[config.mk]
export PLATFORM = sky130hd
export DESIGN_NAME = demux_pipeline
export DESIGN_NICKNAME = d
export VERILOG_FILES = /design/src/rtl/demux_pipeline_pkg.sv /design/src/rtl/demux_pipeline_node.sv /design/src/rtl/demux_pipeline.sv
export SDC_FILE = /design/constraint.sdc
export NUM_CORES = 1
export LEC_CHECK = 0
export BUFFER_PORTS_ARGS = -buffer_cell sky130_fd_sc_hd__buf_2
export CAP_MARGIN = 20
export CORE_AREA = 2 2 39 41
export DETAILED_ROUTE_END_ITERATION = 10
export DIE_AREA = 0 0 41 43
export RECOVER_POWER = 100
export SYNTH_ARGS = -nofsm -noshare
export SYNTH_HDL_FRONTEND = slang
export SYNTH_SLANG_ARGS = --single-unit
[constraint.sdc]
create_clock -name clk -period 0.8 [get_ports clk]
set_input_delay 0.16 -clock clk [delete_from_list [all_inputs] [get_ports clk]]
set_output_delay 0.16 -clock clk [all_outputs]
set_load 0.02 [all_outputs]
[src/rtl/demux_pipeline_pkg.sv]
// demux_pipeline_pkg
//   Shared N-ary tree helpers for the pipelined mux/demux toolbox blocks.
//   Level 0 is the root; level f_TreeLevels() is the row of leaf lanes.
//   A node at level l covers f_LevelSpan() consecutive lanes. Nodes whose
//   first lane is at or beyond the lane count are pruned.
package demux_pipeline_pkg;

  // Number of registered levels: ceil(clog2(count) / log2(size)), at least 1.
  function automatic int f_TreeLevels(input int count, input int size);
    int b;
    int c;
    int lv;
    b  = $clog2(size);
    c  = $clog2(count);
    lv = (c + b - 1) / b;
    if (lv < 1) lv = 1;
    return lv;
  endfunction

  // Lanes addressed by one node at the given level (size ** (levels - level)).
  function automatic int f_LevelSpan(input int count, input int size, input int level);
    int span;
    span = 1;
    for (int i = 0; i < f_TreeLevels(count, size) - level; i++) span = span * size;
    return span;
  endfunction

  // Existing (unpruned) nodes at a level; level == levels gives the lane count.
  function automatic int f_NodeCount(input int count, input int size, input int level);
    int span;
    span = f_LevelSpan(count, size, level);
    return (count + span - 1) / span;
  endfunction

  // Real lanes covered by a node after clipping against the lane count.
  function automatic int f_NodeSpan(input int count, input int size, input int level,
                                    input int node);
    int span;
    int left;
    span = f_LevelSpan(count, size, level);
    left = count - node * span;
    return (left < span) ? left : span;
  endfunction

  // Children that survive pruning below a node.
  function automatic int f_ChildCount(input int count, input int size, input int level,
                                      input int node);
    int cspan;
    cspan = f_LevelSpan(count, size, level) / size;
    return (f_NodeSpan(count, size, level, node) + cspan - 1) / cspan;
  endfunction

endpackage

[src/rtl/demux_pipeline_node.sv]
// demux_pipeline_node
//   One registered 1-to-CHILDREN tree node. The top SLICE_W bits of sel_in
//   pick the child; the remaining low sel bits travel on with the word.
//   Ports:
//     clk, rst            clock, synchronous active-high reset
//     vld_in/sel_in/data_in   word arriving from the parent
//     child_vld/child_sel/child_data   per-child registered word
//   A slice value >= CHILDREN matches no child, so the word is dropped.
module demux_pipeline_node #(
  parameter int WIDTH    = 4,
  parameter int SEL_W    = 1,
  parameter int SLICE_W  = 1,
  parameter int CHILDREN = 2,
  localparam int CSEL_W  = (SEL_W > SLICE_W) ? SEL_W - SLICE_W : 1
) (
  input  logic                             clk,
  input  logic                             rst,
  input  logic                             vld_in,
  input  logic [SEL_W-1:0]                 sel_in,
  input  logic [WIDTH-1:0]                 data_in,
  output logic [CHILDREN-1:0]              child_vld,
  output logic [CHILDREN-1:0][CSEL_W-1:0]  child_sel,
  output logic [CHILDREN-1:0][WIDTH-1:0]   child_data
);

  logic [SLICE_W-1:0] slice;
  logic [CSEL_W-1:0]  rest;

  assign slice = sel_in[SEL_W-1 -: SLICE_W];

  // A leaf node has no lower sel bits left to forward.
  if (SEL_W > SLICE_W) begin : g_rest
    assign rest = sel_in[SEL_W-SLICE_W-1:0];
  end else begin : g_norest
    assign rest = '0;
  end

  // Stage boundary: parent word -> selected child register.
  always_ff @(posedge clk) begin
    if (rst) begin
      child_vld  <= '0;
      child_sel  <= '0;
      child_data <= '0;
    end else begin
      for (int c = 0; c < CHILDREN; c++) begin
        child_vld[c] <= vld_in && (slice == SLICE_W'(c));
        if (vld_in && (slice == SLICE_W'(c))) begin
          child_sel[c]  <= rest;
          child_data[c] <= data_in;
        end
      end
    end
  end

endmodule

[src/rtl/demux_pipeline.sv]
// demux_pipeline
//   Pipelined 1-to-OUTPUT_COUNT demultiplexer built as a registered tree of
//   DEMUX_SIZE-way nodes. Fixed latency of f_TreeLevels() cycles, one word
//   per cycle, no backpressure.
//   Ports:
//     clk        clock (rising edge)
//     rst        synchronous reset, active-high
//     in_valid   word present on in this cycle
//     sel        destination lane, sampled with in_valid
//     in         data word
//     out        lane data, lane k at out[k*WIDTH +: WIDTH]; holds between words
//     out_valid  one-cycle strobe per delivered word, bit k for lane k
module demux_pipeline
  import demux_pipeline_pkg::*;
#(
  parameter int WIDTH        = 4,
  parameter int OUTPUT_COUNT = 2,
  parameter int DEMUX_SIZE   = 2,
  localparam int SEL_IN_W    = (OUTPUT_COUNT > 1) ? $clog2(OUTPUT_COUNT) : 1
) (
  input  logic                          clk,
  input  logic                          rst,
  input  logic                          in_valid,
  input  logic [SEL_IN_W-1:0]           sel,
  input  logic [WIDTH-1:0]              in,
  output logic [WIDTH*OUTPUT_COUNT-1:0] out,
  output logic [OUTPUT_COUNT-1:0]       out_valid
);

  localparam int B  = $clog2(DEMUX_SIZE);
  localparam int L  = f_TreeLevels(OUTPUT_COUNT, DEMUX_SIZE);
  localparam int SW = L * B;

  logic [SW-1:0] sel_root;

  // With a single lane the tree is one node whose only child always matches.
  if (OUTPUT_COUNT == 1) begin : g_single
    logic unused_sel;
    assign unused_sel = ^sel;
    assign sel_root   = '0;
  end else begin : g_multi
    assign sel_root = SW'(sel);
  end

  for (genvar l = 0; l < L; l++) begin : lvl
    localparam int NN     = f_NodeCount(OUTPUT_COUNT, DEMUX_SIZE, l);
    localparam int NC     = f_NodeCount(OUTPUT_COUNT, DEMUX_SIZE, l + 1);
    localparam int SIN_W  = (L - l) * B;
    localparam int SOUT_W = (l == L - 1) ? 1 : (L - l - 1) * B;

    // Registered outputs of this level, indexed by child slot at level l+1.
    wire [NC-1:0]             vld_p;
    wire [NC-1:0][SOUT_W-1:0] sel_p;
    wire [NC-1:0][WIDTH-1:0]  data_p;

    for (genvar n = 0; n < NN; n++) begin : node
      localparam int NCH = f_ChildCount(OUTPUT_COUNT, DEMUX_SIZE, l, n);

      logic             vld_i;
      logic [SIN_W-1:0] sel_i;
      logic [WIDTH-1:0] data_i;

      if (l == 0) begin : g_root
        assign vld_i  = in_valid;
        assign sel_i  = sel_root;
        assign data_i = in;
      end else begin : g_inner
        assign vld_i  = lvl[l-1].vld_p[n];
        assign sel_i  = lvl[l-1].sel_p[n];
        assign data_i = lvl[l-1].data_p[n];
      end

      demux_pipeline_node #(
        .WIDTH    (WIDTH),
        .SEL_W    (SIN_W),
        .SLICE_W  (B),
        .CHILDREN (NCH)
      ) u_node (
        .clk        (clk),
        .rst        (rst),
        .vld_in     (vld_i),
        .sel_in     (sel_i),
        .data_in    (data_i),
        .child_vld  (vld_p[n*DEMUX_SIZE +: NCH]),
        .child_sel  (sel_p[n*DEMUX_SIZE +: NCH]),
        .child_data (data_p[n*DEMUX_SIZE +: NCH])
      );
    end

    // Leaf children carry no remaining sel bits.
    if (l == L - 1) begin : g_leaf
      logic unused_leaf_sel;
      assign unused_leaf_sel = ^sel_p;
    end
  end

  for (genvar k = 0; k < OUTPUT_COUNT; k++) begin : g_lane
    assign out[k*WIDTH +: WIDTH] = lvl[L-1].data_p[k];
  end

  assign out_valid = lvl[L-1].vld_p;

endmodule

[Word level (Yosys, flattened, before mapping)]
Index checks and enable logic that the tools add are counted.
Storage, ports and cells
  logic and storage cells: 6
  register bits: 10
  input port bits: 8
  output and inout port bits: 10
Operators by class
  bitwise logic cells: 1
  reduce and logical (&&, ||, !) cells: 2
Operators with widths (count)
  logical AND 1 bit: 2
  NOT 1 bit: 1

[Logic depth before layout (Yosys ltp)]
Gate-level depths: netlist of the first run.
  word-level depth: 2
  depth in mapped cells: 3
  depth with buffers taken out: 2

[Worst setup path after synthesis of the first run]
OpenSTA, ideal clock, no wires.
  kind: register -> register
  start: reg, netlist name lvl[0].node[0].u_node.child_data[4]
  end: reg lvl[0].node[0].u_node.child_data[4] (netlist bit)
  setup slack: 0.133 ns
  buffers on the path: 0
  data required time: 0.728 ns
  arrival: 0.596 ns
  library setup time: 0.072 ns
  stages on the path, launching flop included: 3
  clock period less this slack: 0.667 ns
  cells stage by stage: dfxtp_1 -> nand2b_1 -> mux2i_1
RTL lines
  end signal, assigned by index: RTL line demux_pipeline_node.sv:49  | child_data[c] <= data_in;
  end, declared: RTL line demux_pipeline_node.sv:23  | output logic [CHILDREN-1:0][WIDTH-1:0] child_data

[Worst setup path after layout of the first run]
  start: reg lvl[0].node[0].u_node.child_data[1] (netlist bit)
  end: out out[1]
RTL lines
  end, declared: RTL line demux_pipeline.sv:26  | output logic [WIDTH*OUTPUT_COUNT-1:0] out,
No word-level cell between the ends.

==> results of run 1 <==
final cells by class:
| class | instances | area share (%) |
|---|---|---|
| multi-input cells | 26 | 31.6 |
| clock buffers | 4 | 5.66 |
| repair buffers | 20 | 26.4 |
| flip-flops and latches | 10 | 33.2 |
| well taps | 16 | 3.13 |
synth_stat cells:
cell and number:
and2_2 1, and2b_4 1, and3b_2 1, buf_2 1
dfxtp_1 10, mux2i_1 8, nand2_1 1, nand2b_1 12
nand2b_2 1, nor3b_1 1
stage by stage:
stage	setup slack (ps)	cells	utilization, %
floorplan	133	37	-
global placement	33.5	69	36.7
global route	-119	76	46.3
detailed placement	2.40	69	36.7
CTS	-85.6	73	44.8
finish	-75.5	76	46.3
repair_timing:
action,4_1_cts,5_1_grt
setup buffers,0,3
endpoints found under the setup margin,10,10
hold endpoints to repair,0,0
gates resized for setup,30,0
path summary, 6_finish.rpt:
kind	start	endpoint	slack, ps	cells after the start
hold reg to reg	lvl[0].node[0].u_node.child_data[7]$_SDFFE_PP0P_	lvl[0].node[0].u_node.child_data[7]$_SDFFE_PP0P_	480	2
setup / recovery	lvl[0].node[0].u_node.child_data[1]$_SDFFE_PP0P_	out[1]	-80	1
hold / removal	sel	lvl[0].node[0].u_node.child_vld[0]$_SDFF_PP0_	110	2
setup reg to reg	lvl[0].node[0].u_node.child_data[1]$_SDFFE_PP0P_	lvl[0].node[0].u_node.child_data[1]$_SDFFE_PP0P_	130	3
power by group through the flow:
stage | Clock, uW | Combinational (uW) | Sequential (uW)
6_report | 452 | 183 | 543
5_1_grt | 507 | 198 | 546
4_1_cts | 469 | 175 | 542
3_5_place_dp | 0 | 146 | 543
3_3_place_gp | 0 | 145 | 544
2_1_floorplan | 0 | 61.6 | 575
cell families after synthesis:
| logic type | synth area share [%] |
|---|---|
| AND/OR/NAND/NOR | 30.1 |
| buffers and inverters | 1.23 |
| multiplexers | 19.6 |
| flip-flops | 49.1 |
sequential cells by signal, summed over array words and instances (netlist names):
register,flops
lvl.node.u_node.child_data,8
lvl.node.u_node.child_vld,2
metal layers:
layer  vias up  share of wire, %
li1        166                 -
met4         0               2.0
met5         -                 0
met2        10                46
met1       150                46
met3         2               5.9
==> out/metrics.yaml, run 1 <==
critical_path:
  cp.buffers_inverters: 1
  crit_required_ps: 640
  critical_path.max_fanout: 2
  crit_chain: "buf_6"
  arrival_ps: 720
  end_kind: "output pin"
  critPathLaunchType: "register"
  critPathTopFamily: "flip-flops"
  path_class: "reg -> out"
  cp_slowest_cell: "dfxtp_2"
  max_stage_delay_ps: 340
pwr:
  power_uw: 1180
  combPwrFrac_pct: 15.5
  p_sw_share_pct: 23.0
  power_leakage_uw: 0.000298
  p_seq_share_pct: 46.1
  clockPowerShare_pct: 38.4
  p_switching_uw: 271
  vdd_drop_max_v: 0.000802
  p_per_area_mw_per_mm2: 1840
  p_int_uw: 907
floorplan:
  die_w_um: 41
  rows: 14
  start_util_pct: 29.5
  pin_count: 18
  die_y_um: 43
  die-area_sq_mm: 0.00176
  fp.coreArea_sq_mm: 0.00138
grt:
  grt_max_degree: 15
  grt_pass1_vias: 304
  antenna_found_initial: 0
  grt_util_met2_pct: 14.4
  busiest_layer: "met2"
  grt.overflow.total: 0
  grt_util_met1_pct: 12.9
  met3_usage_pct: 3.14
  grtUsageTotal_pct: 11.1
  grt_pass1_wl_um: 1250
drt:
  initialDrtViolationCount: 2
  wl_per_cell_um: 10.0
  drc: 0
  antenna_left: 0
  viasPerCell: 4.32
  first_pass_iters: 2
  drt-total-wl_um: 761
  vias: 328
layout:
  nNetsFinal: 69
  finalInstanceArea_sq_um: 641
  drive_gt1_share_pct: 61.7
  final_cell_mix: "nand2b_1 (12), dfxtp_2 (10), buf_6 (10)"
  areaGrowthSynthToFinish_pct: 57.1
  regArea_sq_um: 213
  final_common_cell: "nand2b_1"
  n_fill_cell: 129
  multi_input_area_sq_um: 203
  diodes: 0
sta:
  rsz0062_at_grt: "true"
  whs_ps: 113
  fin_tns_setup_ps: -668
  fin_skew_ps: 0
  relSlewSlack_pct: 71.5
  slew_viol_final: 0
  worstMarginPinSlew_ps: 427
  hold_violations: 0
  final.min_clock_period_ps: 875
  setup_ws_ps: -75.5
  finalCritPeriodShare_pct: 109
  max_freq_mhz: 1140
  setup_violations: 10
placed_design:
  hpwl_um: 513
  gp_congestion: 0.684
  place_area_sq_um: 508
  portBuffers: 17
synthesis:
  postSynthCellCount: 37
  syn_nets: 45
  synth_top_area_cell: "dfxtp_1"
  syn_area_sq_um: 408
  seq_area_frac_synth_pct: 49.1
  yosysWarnings: 0
  syn_area_per_cell_sq_um: 11.0
  ys_top_cells_by_area: "dfxtp_1 (49%), mux2i_1 (20%), nand2b_1 (18%)"
  ys_seq_elements: 10
  synth_top_area_share_pct: 49.1
  ys_types: 10
status:
  status: "finished with violations"
  violations: "negative setup slack"
clocking:
  cts_tree: "built"
  insertion_delay_ps: 260
  clock_path_buffers: 2
  cts_htree_levels: 1
  hold_buffers: 0
  cts_root_buffer: "clkbuf_4"
  cts_made_buffers: 3
  clkSlewWorstSetupHoldPaths_ps: 70
  cts.sinks: 10
flow_run:
  drv_cap: 0
hold_path:
  hold_path_class: "in -> reg"
No activity file was read; power rests on OpenSTA's default activity.
==> run 2, diff against run 1 <==
Settings changed: CTS_CLUSTER_DIAMETER set to 50, SETUP_SLACK_MARGIN set to 0.5.
==> run 2 against run 1 <==
  * The flow still finishes with violations (negative setup slack)
  * Final cell count did not move
  * Cell area is 9.6% higher
  * Hold slack got worse by 49 ps
  * Core utilization grew 4.4 points
  * Highest routed layer unchanged
  * Sequential power is 3% lower
  * Maximum frequency fell by 1.4%
==> out/metrics.yaml, run 2 (synthesized netlist as in run 1, its figures left out) <==
layout:
  largestRegisters: "lvl.node.u_node.child_data x8, lvl.node.u_node.child_vld x2"
  areaGrowthSynthToFinish_pct: 72.1
  n_fill_cell: 131
  final_common_cell: "buf_6"
  nNetsFinal: 70
  largest_reg_flops: 8
  diodes: 0
  finalInstanceArea_sq_um: 702
  final_cell_mix: "buf_6 (16), nand2b_1 (10), dfxtp_4 (10)"
  regMostFlops: "lvl.node.u_node.child_data"
  drive_gt1_share_pct: 65.0
sta:
  worstMarginPinSlew_ps: 469
  final.min_clock_period_ps: 888
  max_freq_mhz: 1130
  hold_violations: 0
  fin_tns_setup_ps: -828
  setup_violations: 10
  slew_viol_final: 0
  setup_ws_ps: -88.3
  fin_skew_ps: 0
  relSlewSlack_pct: 68.7
  rsz0062_at_grt: "true"
  finalCritPeriodShare_pct: 111
critical_path:
  end_kind: "output pin"
  r2r_cells: 4
  cp_slowest_cell: "dfxtp_4"
  crit_start: "lvl[0].node[0].u_node.child_data[0]$_SDFFE_PP0P_"
  arrival_ps: 730
  path_class: "reg -> out"
  cp.depth: 1
  max_stage_delay_ps: 350
  r2r-end: "lvl[0].node[0].u_node.child_data[7]$_SDFFE_PP0P_"
  critPathLaunchType: "register"
  critical_path.max_fanout: 2
  critPathTopFamily: "flip-flops"
  worstReg2RegStart: "lvl[0].node[0].u_node.child_data[7]$_SDFFE_PP0P_"
  r2r_setup_slack_ps: 30
  crit_chain: "buf_6"
  cp.buffers_inverters: 1
  cp-endpoint: "out[0]"
  crit_required_ps: 640
hold_path:
  hold_start: "sel"
  hold_path_class: "in -> reg"
clocking:
  hold_buffers: 0
  clkSlewWorstSetupHoldPaths_ps: 60
  cts_tree: "built"
  cts_htree_levels: 1
  cts.sinks: 10
  cts_made_buffers: 3
  cts_root_buffer: "clkbuf_4"
  insertion_delay_ps: 260
  clock_path_buffers: 2
grt:
  antenna_found_initial: 0
  grt_pass1_wl_um: 1240
  grt_pass1_vias: 293
  grt.overflow.total: 0
  grtUsageTotal_pct: 11.4
  grt_max_degree: 15
floorplan:
  die_y_um: 43
  die_w_um: 41
  fp.coreArea_sq_mm: 0.00138
  pin_count: 18
  rows: 14
  start_util_pct: 29.5
  die-area_sq_mm: 0.00176
drt:
  antenna_left: 0
  drt-total-wl_um: 813
  first_pass_iters: 5
  wl_per_cell_um: 10.7
  vias: 329
  drc: 0
  initialDrtViolationCount: 4
  viasPerCell: 4.33
placed_design:
  portBuffers: 17
  gp_congestion: 0.652
  hpwl_um: 566
  place_area_sq_um: 573
status:
  violations: "negative setup slack"
  status: "finished with violations"
flow_run:
  drv_cap: 0
pwr:
  p_per_area_mw_per_mm2: 1520
  power_uw: 1070
  vdd_drop_max_v: 0.000715
  power_leakage_uw: 0.000317
-- run 2: cell types whose count changed in the layout (fill, tap and decap cells not counted), sizes merged --
cell	change
clkbuf	-1
buf	+1
-- run 2: worst min-delay path by stage --
| stage | end | cells past startpoint | slack [ps] |
|---|---|---|---|
| detailed placement | lvl[0].node[0].u_node.child_vld[0]$_SDFF_PP0_ | 2 | 390 |
| floorplan | lvl[0].node[0].u_node.child_vld[0]$_SDFF_PP0_ | 1 | 220 |
| finish | lvl[0].node[0].u_node.child_vld[0]$_SDFF_PP0_ | 2 | 60 |
| global route | lvl[0].node[0].u_node.child_vld[0]$_SDFF_PP0_ | 2 | 50 |
| CTS | lvl[0].node[0].u_node.child_vld[0]$_SDFF_PP0_ | 2 | 50 |
| global placement | lvl[0].node[0].u_node.child_vld[0]$_SDFF_PP0_ | 2 | 380 |
-- run 2: per-stage QoR --
step | worst slack (ps) | cells | util, % | hold slack [ps]
3_5_place_dp | -14.0 | 69 | 41.4 | 388
6_report | -88.3 | 76 | 50.7 | 64.5
4_1_cts | -101 | 75 | 52.0 | 50.8
3_3_place_gp | 19.1 | 69 | 41.4 | 380
2_1_floorplan | 177 | 37 | - | 220
5_1_grt | -124 | 76 | 50.7 | 53.5
-- run 2: power breakdown --
part / switching [uW] / total [uW] / internal, uW
Clock: 161 / 334 / 173
Sequential: 17.0 / 524 / 507
Combinational: 84.8 / 208 / 123
-- run 2: what timing repair did --
| action | in CTS | in global routing |
|---|---|---|
| gates resized for setup | 31 | 1 |
| endpoints found under the setup margin | 20 | 18 |
| setup buffers | 3 | 1 |
-- run 2: cell type report --
cell class / count / area [sq um] / area share, %
Sequential cell: 10 / 238 / 33.9
Multi-Input combinational cell: 26 / 218 / 31.0
Tap cell: 16 / 20.0 / 2.85
Timing Repair Buffer: 21 / 204 / 29.1
Clock buffer: 3 / 22.5 / 3.21
-- run 2: metal layers --
metal  routed length, um  part of all wire, %  GRT usage, %
met3                  60                  7.4          6.28
met1                 385                   47          13.6
met2                 357                   44          13.8
met4                  10                  1.2          10.0
met5                   0                    0             0
